**src/rtl/ddr_app_arbiter_if.sv**
```systemverilog
// Request-side and MIG app-side signal bundle for ddr_app_arbiter.
// slave: the arbiter's view; master: the requesters plus the MIG user port.
interface ddr_app_arbiter_if #(
  parameter int ADDR_WIDTH = 28,
  parameter int DATA_WIDTH = 128,
  parameter int MASK_WIDTH = DATA_WIDTH / 8
);
  logic                  i_init_calib_complete;

  logic                  i_p0_req;
  logic                  i_p0_we;
  logic [ADDR_WIDTH-1:0] i_p0_addr;
  logic [DATA_WIDTH-1:0] i_p0_wdata;
  logic [MASK_WIDTH-1:0] i_p0_wmask;
  logic                  o_p0_gnt;
  logic [DATA_WIDTH-1:0] o_p0_rdata;
  logic                  o_p0_rvalid;
  logic                  o_p0_wdone;

  logic                  i_p1_req;
  logic                  i_p1_we;
  logic [ADDR_WIDTH-1:0] i_p1_addr;
  logic [DATA_WIDTH-1:0] i_p1_wdata;
  logic [MASK_WIDTH-1:0] i_p1_wmask;
  logic                  o_p1_gnt;
  logic [DATA_WIDTH-1:0] o_p1_rdata;
  logic                  o_p1_rvalid;
  logic                  o_p1_wdone;

  logic                  o_busy;

  logic [ADDR_WIDTH-1:0] o_app_addr;
  logic [2:0]            o_app_cmd;
  logic                  o_app_en;
  logic                  i_app_rdy;
  logic [DATA_WIDTH-1:0] o_app_wdf_data;
  logic [MASK_WIDTH-1:0] o_app_wdf_mask;
  logic                  o_app_wdf_wren;
  logic                  o_app_wdf_end;
  logic                  i_app_wdf_rdy;
  logic [DATA_WIDTH-1:0] i_app_rd_data;
  logic                  i_app_rd_data_valid;
  logic                  i_app_rd_data_end;

  modport slave (
    input  i_init_calib_complete,
    input  i_p0_req, i_p0_we, i_p0_addr, i_p0_wdata, i_p0_wmask,
    output o_p0_gnt, o_p0_rdata, o_p0_rvalid, o_p0_wdone,
    input  i_p1_req, i_p1_we, i_p1_addr, i_p1_wdata, i_p1_wmask,
    output o_p1_gnt, o_p1_rdata, o_p1_rvalid, o_p1_wdone,
    output o_busy,
    output o_app_addr, o_app_cmd, o_app_en,
    input  i_app_rdy,
    output o_app_wdf_data, o_app_wdf_mask, o_app_wdf_wren, o_app_wdf_end,
    input  i_app_wdf_rdy,
    input  i_app_rd_data, i_app_rd_data_valid, i_app_rd_data_end
  );

  modport master (
    output i_init_calib_complete,
    output i_p0_req, i_p0_we, i_p0_addr, i_p0_wdata, i_p0_wmask,
    input  o_p0_gnt, o_p0_rdata, o_p0_rvalid, o_p0_wdone,
    output i_p1_req, i_p1_we, i_p1_addr, i_p1_wdata, i_p1_wmask,
    input  o_p1_gnt, o_p1_rdata, o_p1_rvalid, o_p1_wdone,
    input  o_busy,
    input  o_app_addr, o_app_cmd, o_app_en,
    output i_app_rdy,
    input  o_app_wdf_data, o_app_wdf_mask, o_app_wdf_wren, o_app_wdf_end,
    output i_app_wdf_rdy,
    output i_app_rd_data, i_app_rd_data_valid, i_app_rd_data_end
  );
endinterface

```
**src/rtl/ddr_app_arbiter.sv**
```systemverilog
// Two-port, one-transaction-at-a-time sequencer for the MIG 7-series app port.
// Define DDR_ARB_ROUND_ROBIN_EN for round-robin arbitration; default is fixed priority to port 0.
module ddr_app_arbiter #(
  parameter int ADDR_WIDTH = 28,
  parameter int DATA_WIDTH = 128,
  parameter int MASK_WIDTH = DATA_WIDTH / 8
) (
  input  logic                clk_166M66,
  input  logic                mcu_sys_rst_n,
  ddr_app_arbiter_if.slave    bus
);

  typedef enum logic [2:0] {
    S_IDLE    = 3'd0,
    S_WR_DATA = 3'd1,
    S_WR_CMD  = 3'd2,
    S_RD_CMD  = 3'd3,
    S_RD_WAIT = 3'd4
  } state_t;

  state_t                r_state;
  state_t                w_state_nxt;

  logic                  r_idx;
  logic [ADDR_WIDTH-1:0] r_addr;
  logic [DATA_WIDTH-1:0] r_wdata;
  logic [MASK_WIDTH-1:0] r_wmask;
  logic [2:0]            r_cmd;
  logic                  r_gnt0, r_gnt1;
  logic                  r_wdone0, r_wdone1;
  logic                  r_rvalid0, r_rvalid1;
  logic [DATA_WIDTH-1:0] r_rdata0, r_rdata1;
  logic                  r_busy;
  logic                  r_en;
  logic                  r_wren;

  logic                  w_win;
  logic                  w_win_we;
  logic                  w_latch;
  logic                  w_rd_cap;
  logic                  w_gnt0, w_gnt1;
  logic                  w_wdone0, w_wdone1;
  logic                  w_rvalid0, w_rvalid1;
  logic                  w_en_nxt;
  logic                  w_wren_nxt;
  logic                  w_unused_rd_end;

  // Single-beat transactions never need the end-of-burst marker.
  assign w_unused_rd_end = bus.i_app_rd_data_end;

`ifdef DDR_ARB_ROUND_ROBIN_EN
  logic r_last;
  assign w_win = (bus.i_p0_req & bus.i_p1_req) ? ~r_last : bus.i_p1_req;
`else
  assign w_win = ~bus.i_p0_req;
`endif
  assign w_win_we = w_win ? bus.i_p1_we : bus.i_p0_we;

  always_ff @(posedge clk_166M66 or negedge mcu_sys_rst_n) begin
    if (!mcu_sys_rst_n) r_state <= S_IDLE;
    else                r_state <= w_state_nxt;
  end

  // Handshake strobes are registered, so each wait state first arms its strobe
  // and then holds it until the MIG samples it together with its ready.
  always_comb begin
    w_state_nxt = r_state;
    w_latch     = 1'b0;
    w_rd_cap    = 1'b0;
    w_gnt0      = 1'b0;
    w_gnt1      = 1'b0;
    w_wdone0    = 1'b0;
    w_wdone1    = 1'b0;
    w_rvalid0   = 1'b0;
    w_rvalid1   = 1'b0;
    w_en_nxt    = 1'b0;
    w_wren_nxt  = 1'b0;
    case (r_state)
      S_IDLE: begin
        if (bus.i_init_calib_complete && (bus.i_p0_req || bus.i_p1_req)) begin
          w_latch     = 1'b1;
          w_gnt0      = ~w_win;
          w_gnt1      = w_win;
          w_state_nxt = w_win_we ? S_WR_DATA : S_RD_CMD;
        end
      end
      S_WR_DATA: begin
        w_wren_nxt = 1'b1;
        if (r_wren && bus.i_app_wdf_rdy) begin
          w_wren_nxt  = 1'b0;
          w_en_nxt    = 1'b1;
          w_state_nxt = S_WR_CMD;
        end
      end
      S_WR_CMD: begin
        w_en_nxt = 1'b1;
        if (r_en && bus.i_app_rdy) begin
          w_en_nxt    = 1'b0;
          w_wdone0    = ~r_idx;
          w_wdone1    = r_idx;
          w_state_nxt = S_IDLE;
        end
      end
      S_RD_CMD: begin
        w_en_nxt = 1'b1;
        if (r_en && bus.i_app_rdy) begin
          w_en_nxt    = 1'b0;
          w_state_nxt = S_RD_WAIT;
        end
      end
      S_RD_WAIT: begin
        if (bus.i_app_rd_data_valid) begin
          w_rd_cap    = 1'b1;
          w_rvalid0   = ~r_idx;
          w_rvalid1   = r_idx;
          w_state_nxt = S_IDLE;
        end
      end
      default: w_state_nxt = S_IDLE;
    endcase
  end

  always_ff @(posedge clk_166M66 or negedge mcu_sys_rst_n) begin
    if (!mcu_sys_rst_n) begin
      r_idx     <= 1'b0;
      r_addr    <= '0;
      r_wdata   <= '0;
      r_wmask   <= '0;
      r_cmd     <= 3'b000;
      r_gnt0    <= 1'b0;
      r_gnt1    <= 1'b0;
      r_wdone0  <= 1'b0;
      r_wdone1  <= 1'b0;
      r_rvalid0 <= 1'b0;
      r_rvalid1 <= 1'b0;
      r_rdata0  <= '0;
      r_rdata1  <= '0;
      r_busy    <= 1'b0;
      r_en      <= 1'b0;
      r_wren    <= 1'b0;
`ifdef DDR_ARB_ROUND_ROBIN_EN
      r_last    <= 1'b1;
`endif
    end else begin
      r_gnt0    <= w_gnt0;
      r_gnt1    <= w_gnt1;
      r_wdone0  <= w_wdone0;
      r_wdone1  <= w_wdone1;
      r_rvalid0 <= w_rvalid0;
      r_rvalid1 <= w_rvalid1;
      r_busy    <= (w_state_nxt != S_IDLE);
      r_en      <= w_en_nxt;
      r_wren    <= w_wren_nxt;
      if (w_latch) begin
        r_idx   <= w_win;
        r_addr  <= w_win ? bus.i_p1_addr  : bus.i_p0_addr;
        r_wdata <= w_win ? bus.i_p1_wdata : bus.i_p0_wdata;
        r_wmask <= w_win ? bus.i_p1_wmask : bus.i_p0_wmask;
        r_cmd   <= w_win_we ? 3'b000 : 3'b001;
`ifdef DDR_ARB_ROUND_ROBIN_EN
        r_last  <= w_win;
`endif
      end
      if (w_rd_cap) begin
        if (r_idx) r_rdata1 <= bus.i_app_rd_data;
        else       r_rdata0 <= bus.i_app_rd_data;
      end
    end
  end

  assign bus.o_p0_gnt       = r_gnt0;
  assign bus.o_p1_gnt       = r_gnt1;
  assign bus.o_p0_wdone     = r_wdone0;
  assign bus.o_p1_wdone     = r_wdone1;
  assign bus.o_p0_rvalid    = r_rvalid0;
  assign bus.o_p1_rvalid    = r_rvalid1;
  assign bus.o_p0_rdata     = r_rdata0;
  assign bus.o_p1_rdata     = r_rdata1;
  assign bus.o_busy         = r_busy;
  assign bus.o_app_addr     = r_addr;
  assign bus.o_app_cmd      = r_cmd;
  assign bus.o_app_en       = r_en;
  assign bus.o_app_wdf_data = r_wdata;
  assign bus.o_app_wdf_mask = r_wmask;
  assign bus.o_app_wdf_wren = r_wren;
  assign bus.o_app_wdf_end  = r_wren;

endmodule

```
**src/flat_wrapper.sv**
```systemverilog
// flat-port wrapper written by rule: the top's interface ports become plain ports
module ddr_app_arbiter_flat 
#(
  parameter int ADDR_WIDTH = 28,
  parameter int DATA_WIDTH = 128,
  parameter int MASK_WIDTH = DATA_WIDTH / 8
)
  (clk_166M66, mcu_sys_rst_n, bus_i_init_calib_complete, bus_i_p0_req, bus_i_p0_we, bus_i_p0_addr, bus_i_p0_wdata, bus_i_p0_wmask, bus_o_p0_gnt, bus_o_p0_rdata, bus_o_p0_rvalid, bus_o_p0_wdone, bus_i_p1_req, bus_i_p1_we, bus_i_p1_addr, bus_i_p1_wdata, bus_i_p1_wmask, bus_o_p1_gnt, bus_o_p1_rdata, bus_o_p1_rvalid, bus_o_p1_wdone, bus_o_busy, bus_o_app_addr, bus_o_app_cmd, bus_o_app_en, bus_i_app_rdy, bus_o_app_wdf_data, bus_o_app_wdf_mask, bus_o_app_wdf_wren, bus_o_app_wdf_end, bus_i_app_wdf_rdy, bus_i_app_rd_data, bus_i_app_rd_data_valid, bus_i_app_rd_data_end);
  ddr_app_arbiter_if #(.ADDR_WIDTH(ADDR_WIDTH), .DATA_WIDTH(DATA_WIDTH), .MASK_WIDTH(MASK_WIDTH)) bus_i ();
  input  logic clk_166M66;
  input  logic mcu_sys_rst_n;
  input wire logic [$bits(bus_i.i_init_calib_complete)-1:0] bus_i_init_calib_complete;
  input wire logic [$bits(bus_i.i_p0_req)-1:0] bus_i_p0_req;
  input wire logic [$bits(bus_i.i_p0_we)-1:0] bus_i_p0_we;
  input wire logic [$bits(bus_i.i_p0_addr)-1:0] bus_i_p0_addr;
  input wire logic [$bits(bus_i.i_p0_wdata)-1:0] bus_i_p0_wdata;
  input wire logic [$bits(bus_i.i_p0_wmask)-1:0] bus_i_p0_wmask;
  output wire logic [$bits(bus_i.o_p0_gnt)-1:0] bus_o_p0_gnt;
  output wire logic [$bits(bus_i.o_p0_rdata)-1:0] bus_o_p0_rdata;
  output wire logic [$bits(bus_i.o_p0_rvalid)-1:0] bus_o_p0_rvalid;
  output wire logic [$bits(bus_i.o_p0_wdone)-1:0] bus_o_p0_wdone;
  input wire logic [$bits(bus_i.i_p1_req)-1:0] bus_i_p1_req;
  input wire logic [$bits(bus_i.i_p1_we)-1:0] bus_i_p1_we;
  input wire logic [$bits(bus_i.i_p1_addr)-1:0] bus_i_p1_addr;
  input wire logic [$bits(bus_i.i_p1_wdata)-1:0] bus_i_p1_wdata;
  input wire logic [$bits(bus_i.i_p1_wmask)-1:0] bus_i_p1_wmask;
  output wire logic [$bits(bus_i.o_p1_gnt)-1:0] bus_o_p1_gnt;
  output wire logic [$bits(bus_i.o_p1_rdata)-1:0] bus_o_p1_rdata;
  output wire logic [$bits(bus_i.o_p1_rvalid)-1:0] bus_o_p1_rvalid;
  output wire logic [$bits(bus_i.o_p1_wdone)-1:0] bus_o_p1_wdone;
  output wire logic [$bits(bus_i.o_busy)-1:0] bus_o_busy;
  output wire logic [$bits(bus_i.o_app_addr)-1:0] bus_o_app_addr;
  output wire logic [$bits(bus_i.o_app_cmd)-1:0] bus_o_app_cmd;
  output wire logic [$bits(bus_i.o_app_en)-1:0] bus_o_app_en;
  input wire logic [$bits(bus_i.i_app_rdy)-1:0] bus_i_app_rdy;
  output wire logic [$bits(bus_i.o_app_wdf_data)-1:0] bus_o_app_wdf_data;
  output wire logic [$bits(bus_i.o_app_wdf_mask)-1:0] bus_o_app_wdf_mask;
  output wire logic [$bits(bus_i.o_app_wdf_wren)-1:0] bus_o_app_wdf_wren;
  output wire logic [$bits(bus_i.o_app_wdf_end)-1:0] bus_o_app_wdf_end;
  input wire logic [$bits(bus_i.i_app_wdf_rdy)-1:0] bus_i_app_wdf_rdy;
  input wire logic [$bits(bus_i.i_app_rd_data)-1:0] bus_i_app_rd_data;
  input wire logic [$bits(bus_i.i_app_rd_data_valid)-1:0] bus_i_app_rd_data_valid;
  input wire logic [$bits(bus_i.i_app_rd_data_end)-1:0] bus_i_app_rd_data_end;
  assign bus_i.i_init_calib_complete = bus_i_init_calib_complete;
  assign bus_i.i_p0_req = bus_i_p0_req;
  assign bus_i.i_p0_we = bus_i_p0_we;
  assign bus_i.i_p0_addr = bus_i_p0_addr;
  assign bus_i.i_p0_wdata = bus_i_p0_wdata;
  assign bus_i.i_p0_wmask = bus_i_p0_wmask;
  assign bus_o_p0_gnt = bus_i.o_p0_gnt;
  assign bus_o_p0_rdata = bus_i.o_p0_rdata;
  assign bus_o_p0_rvalid = bus_i.o_p0_rvalid;
  assign bus_o_p0_wdone = bus_i.o_p0_wdone;
  assign bus_i.i_p1_req = bus_i_p1_req;
  assign bus_i.i_p1_we = bus_i_p1_we;
  assign bus_i.i_p1_addr = bus_i_p1_addr;
  assign bus_i.i_p1_wdata = bus_i_p1_wdata;
  assign bus_i.i_p1_wmask = bus_i_p1_wmask;
  assign bus_o_p1_gnt = bus_i.o_p1_gnt;
  assign bus_o_p1_rdata = bus_i.o_p1_rdata;
  assign bus_o_p1_rvalid = bus_i.o_p1_rvalid;
  assign bus_o_p1_wdone = bus_i.o_p1_wdone;
  assign bus_o_busy = bus_i.o_busy;
  assign bus_o_app_addr = bus_i.o_app_addr;
  assign bus_o_app_cmd = bus_i.o_app_cmd;
  assign bus_o_app_en = bus_i.o_app_en;
  assign bus_i.i_app_rdy = bus_i_app_rdy;
  assign bus_o_app_wdf_data = bus_i.o_app_wdf_data;
  assign bus_o_app_wdf_mask = bus_i.o_app_wdf_mask;
  assign bus_o_app_wdf_wren = bus_i.o_app_wdf_wren;
  assign bus_o_app_wdf_end = bus_i.o_app_wdf_end;
  assign bus_i.i_app_wdf_rdy = bus_i_app_wdf_rdy;
  assign bus_i.i_app_rd_data = bus_i_app_rd_data;
  assign bus_i.i_app_rd_data_valid = bus_i_app_rd_data_valid;
  assign bus_i.i_app_rd_data_end = bus_i_app_rd_data_end;
  ddr_app_arbiter #(.ADDR_WIDTH(ADDR_WIDTH), .DATA_WIDTH(DATA_WIDTH), .MASK_WIDTH(MASK_WIDTH)) u_core (.clk_166M66(clk_166M66), .mcu_sys_rst_n(mcu_sys_rst_n), .bus(bus_i));
endmodule
```
**config.mk**
```make
export PLATFORM = sky130hd
export DESIGN_NAME = ddr_app_arbiter_flat
export DESIGN_NICKNAME = d
export VERILOG_FILES = /design/src/rtl/ddr_app_arbiter_if.sv /design/src/rtl/ddr_app_arbiter.sv /design/src/flat_wrapper.sv
export SDC_FILE = /design/constraint.sdc
export NUM_CORES = 1
export LEC_CHECK = 0
export ABC_AREA = 1
export BUFFER_PORTS_ARGS = -buffer_cell sky130_fd_sc_hd__buf_2
export CAP_MARGIN = 40
export CORE_AREA = 4 4 360 362
export CTS_CLUSTER_DIAMETER = 120
export DETAILED_ROUTE_END_ITERATION = 10
export DIE_AREA = 0 0 364 366
export REMOVE_ABC_BUFFERS = 1
export SLEW_MARGIN = 20
export SYNTH_ARGS = -nofsm -noshare
export SYNTH_HDL_FRONTEND = slang
export SYNTH_SLANG_ARGS = --single-unit
```
**constraint.sdc**
```tcl
create_clock -name clk_166M66 -period 1.6 [get_ports clk_166M66]
set_input_delay 0.08 -clock clk_166M66 [delete_from_list [all_inputs] [get_ports clk_166M66]]
set_output_delay 0.08 -clock clk_166M66 [all_outputs]
set_load 0.005 [all_outputs]
```
==> impl_results.md <==
- Setup Skew: 0.01788 ns
- DR vias: 20695
- Most common cell in the synthesized netlist: nand2_1
- Layout area overhead: 84.78%
- Post-synthesis register bit count: 442
- Synth warn: 0
- Reg power frac: 39.1%
- Die W: 364 µm
- Detailed placer's ending HPWL: 65550 µm
- Final WS setup: -0.06814 ns
- Die area: 133200 µm²
- Failing checks: negative setup slack
- Critical path data required time: 2.10 ns
- Core area: 126700 µm²
- Overflow after GRT: 0
- Largest net degree at the start of global routing: 102
- WL per Instance: 17.66 µm
- Num CTS Buffers: 53
- Number of port buffers: 920
- Num rows: 131
- Cell Chain, Critical Path: nor2_4 > buf_4 > nand3_4 > buf_12 > o21ai_0 > nand2_1
- Critical Path AT: 2.16 ns
- CP Capture Type: register
- Routability congestion estimate from global placement: 0.9493
- Placed Cells: 4662
- Synth top area share: 62.25%
- DR DRC count: 0
- Area contributors post-synth: dfrtp_1, nand2_1, nand3_1
- Slew margin rel.: 59.69%
- TNS Setup: -3.053 ns
- Worst-skew pair later-pin latency: 0.61 ns
- Seq/Total Area, Yosys: 62.25%
- Leakage: 17.61 nW
- Max-cap violations: 0
- Peak VDD IR: 0.7436 mV
- Async SR Flop Fraction: 100.0%
- Sw Pwr: 16.89 mW
- Ports: 924
- Number of synthesized flops with an enable pin: 0
- Synth top cells by count: nand2_1, dfrtp_1, nand3_1
- Final WL: 92970 µm
- Setup CP Type: register to register
- Share of cells above drive strength 1: 35.00%
- CTS Sinks: 442
- Root Driver: clkbuf_16
- Syn Inst Count: 2079
- Vias in the first global route: 21314
- Mean Syn Cell Area: 8.547 µm²
- First-pass GRT wire length: 133700 µm
- Unique masters post-synth: 19
- Reg clk slew, reported paths: 0.06 ns
- Outcome: finished with violations
- Initial antenna violation count: 17
- DR iter-0 viols: 1676
- Final Non-Filler Cells: 5266
- Nets: 4036
- Yosys top cell by area: dfrtp_1
- Sw frac: 35.27%
- Synthesized cell area: 17770 µm²
- Pre-antenna DRT Iters: 5
- RSZ-0062 raised after global routing: true
- Antenna violation net count after detailed routing: 0
- Fmax: 599.5 MHz
- Worst Tran Pin Value: 0.6047 ns
- Pwr Total: 47.88 mW
- GRT Total Usage: 13.09%
- Proportion of power drawn by combinational gates: 33.5%
- CP max stage delay: 0.40 ns
- Final period util: 104.3%
- Longest Clk Path Bufs: 3
- Cell Int Power: 31.00 mW
- Clock share of power: 27.4%
- Setup crit start kind: register
- CP max-delay cell: dfrtp_1
- Worst Hold Class: input pin to asynchronous set/reset pin
- Via density per instance: 3.930
- Die height: 366 µm
- Max Slew Vio Count: 0
- Htree depth: 2
- Initial cell density of the core: 14.02%
- Top_reg_cell synth: dfrtp_1
- Pwr dens: 1459 nW/µm²
- Setup Viol. Count Final: 139
- Fin. Hold Viols: 0
- CTS tree: done
- Min cycle time layout: 1.668 ns
- CP Max Fanout: 101
-- through the flow --
stage                     hold WS [ns]  worst slack (ns)  area (µm²)  utilization [%]
after global routing           0.03280           -0.1227       32810            25.90
after floorplan                -0.2156            -7.225       17130                -
after CTS                     0.008785          -0.06565       32280            25.48
after global placement         0.06031          -0.08888       25310            19.97
after detailed placement       0.06811           -0.1427       25310            19.97
final                          0.02937          -0.06814       32830            25.91
-- sequential cells by signal (all words and copies together), names as in the netlist, 3 cells and up --
signal,flops
u_core.bus.o_app_addr,28
u_core.bus.o_app_wdf_data,128
u_core.bus.o_app_wdf_mask,16
u_core.bus.o_p0_rdata,128
u_core.bus.o_p1_rdata,128
u_core.r_state,3
-- path summary, 6_finish.rpt --
path	start	endpoint	slack, ns	depth (start not counted)
setup / recovery	u_core.r_state[0]	u_core.bus.o_p1_rdata[101]	-0.07	6
hold / removal	mcu_sys_rst_n	u_core.bus.o_p1_rdata[85]	0.03	2
setup reg to reg	u_core.r_state[0]	u_core.bus.o_p1_rdata[101]	-0.07	6
hold reg to reg	u_core.bus.o_p0_rdata[18]	u_core.bus.o_p0_rdata[18]	0.47	2
max in group asynchronous	mcu_sys_rst_n	u_core.bus.o_p0_rvalid	0.64	3
min in group clk_166M66	bus_i_p0_req	u_core.bus.o_app_wdf_data[119]	0.06	6
-- cells in the final DEF, fill, tap and decap left out, drive strengths merged --
cell            n
o21ai         129
a21oi           1
nor2           12
nand2        1163
inv            19
buf          1060
conb            2
nand4           3
dlygate4sd3   481
nand3         180
bufinv          9
bufbuf          1
nor3            2
clkinv         12
clkbuf         73
diode          10
dfrtp         442
clkinvlp        5
-- cells by family (layout without fill, tap and decap cells) --
| kind of cell | count (synthesis) | in the layout | synth area share [%] |
|---|---|---|---|
| other cells | 1 | 12 | 0.02111 |
| buf+inv | 146 | 1660 | 3.957 |
| compound gates | 130 | 130 | 3.662 |
| simple gates | 1360 | 1360 | 30.11 |
| flops | 442 | 442 | 62.25 |
-- area by class of cell --
cell class                      instances  area [µm²]
Fill cell                           13296       93870
Timing Repair Buffer                 1548       11290
Sequential cell                       442       11060
Multi-Input combinational cell       1492        6435
Tap cell                             1662        2079
Clock buffer                           67        1461
Clock inverter                         29       404.1
Inverter                               16       75.07
Antenna cell                           10       25.02
-- power groups by stage --
stage,Combinational [mW],Clock (mW),Sequential (mW)
final,16.1,13.1,18.7
after global routing,17.7,14.0,19.2
after CTS,15.8,13.5,18.5
after detailed placement,14.7,0,18.5
after global placement,14.5,0,18.5
after floorplan,5.15,0,18.5
-- worst max-delay path: cells and delay by family, from the launching register on --
kind	cells	cell delay (ns)
flip-flops	1	0.40
AND/OR/NAND/NOR	3	0.33
buffers and inverters	2	0.33
AO/OA/AOI/OAI	1	0.30
-- routing by layer --
metal	wire length, µm	global-route usage (%)
met2	43220	21.51
met3	9093	4.076
met5	97	0
met1	36380	15.72
met4	4185	5.606
-- timing repair --
action | in CTS | in global routing
setup buffers | 7 | 1
pin swaps | 31 | 32
hold endpoints to repair | 879 | 0
hold buffers | 481 | 0
endpoints found under the setup margin | 327 | 362
cloned | 3 | 6
gates resized for setup | 53 | 109
Power figures use the tool's default switching activity.
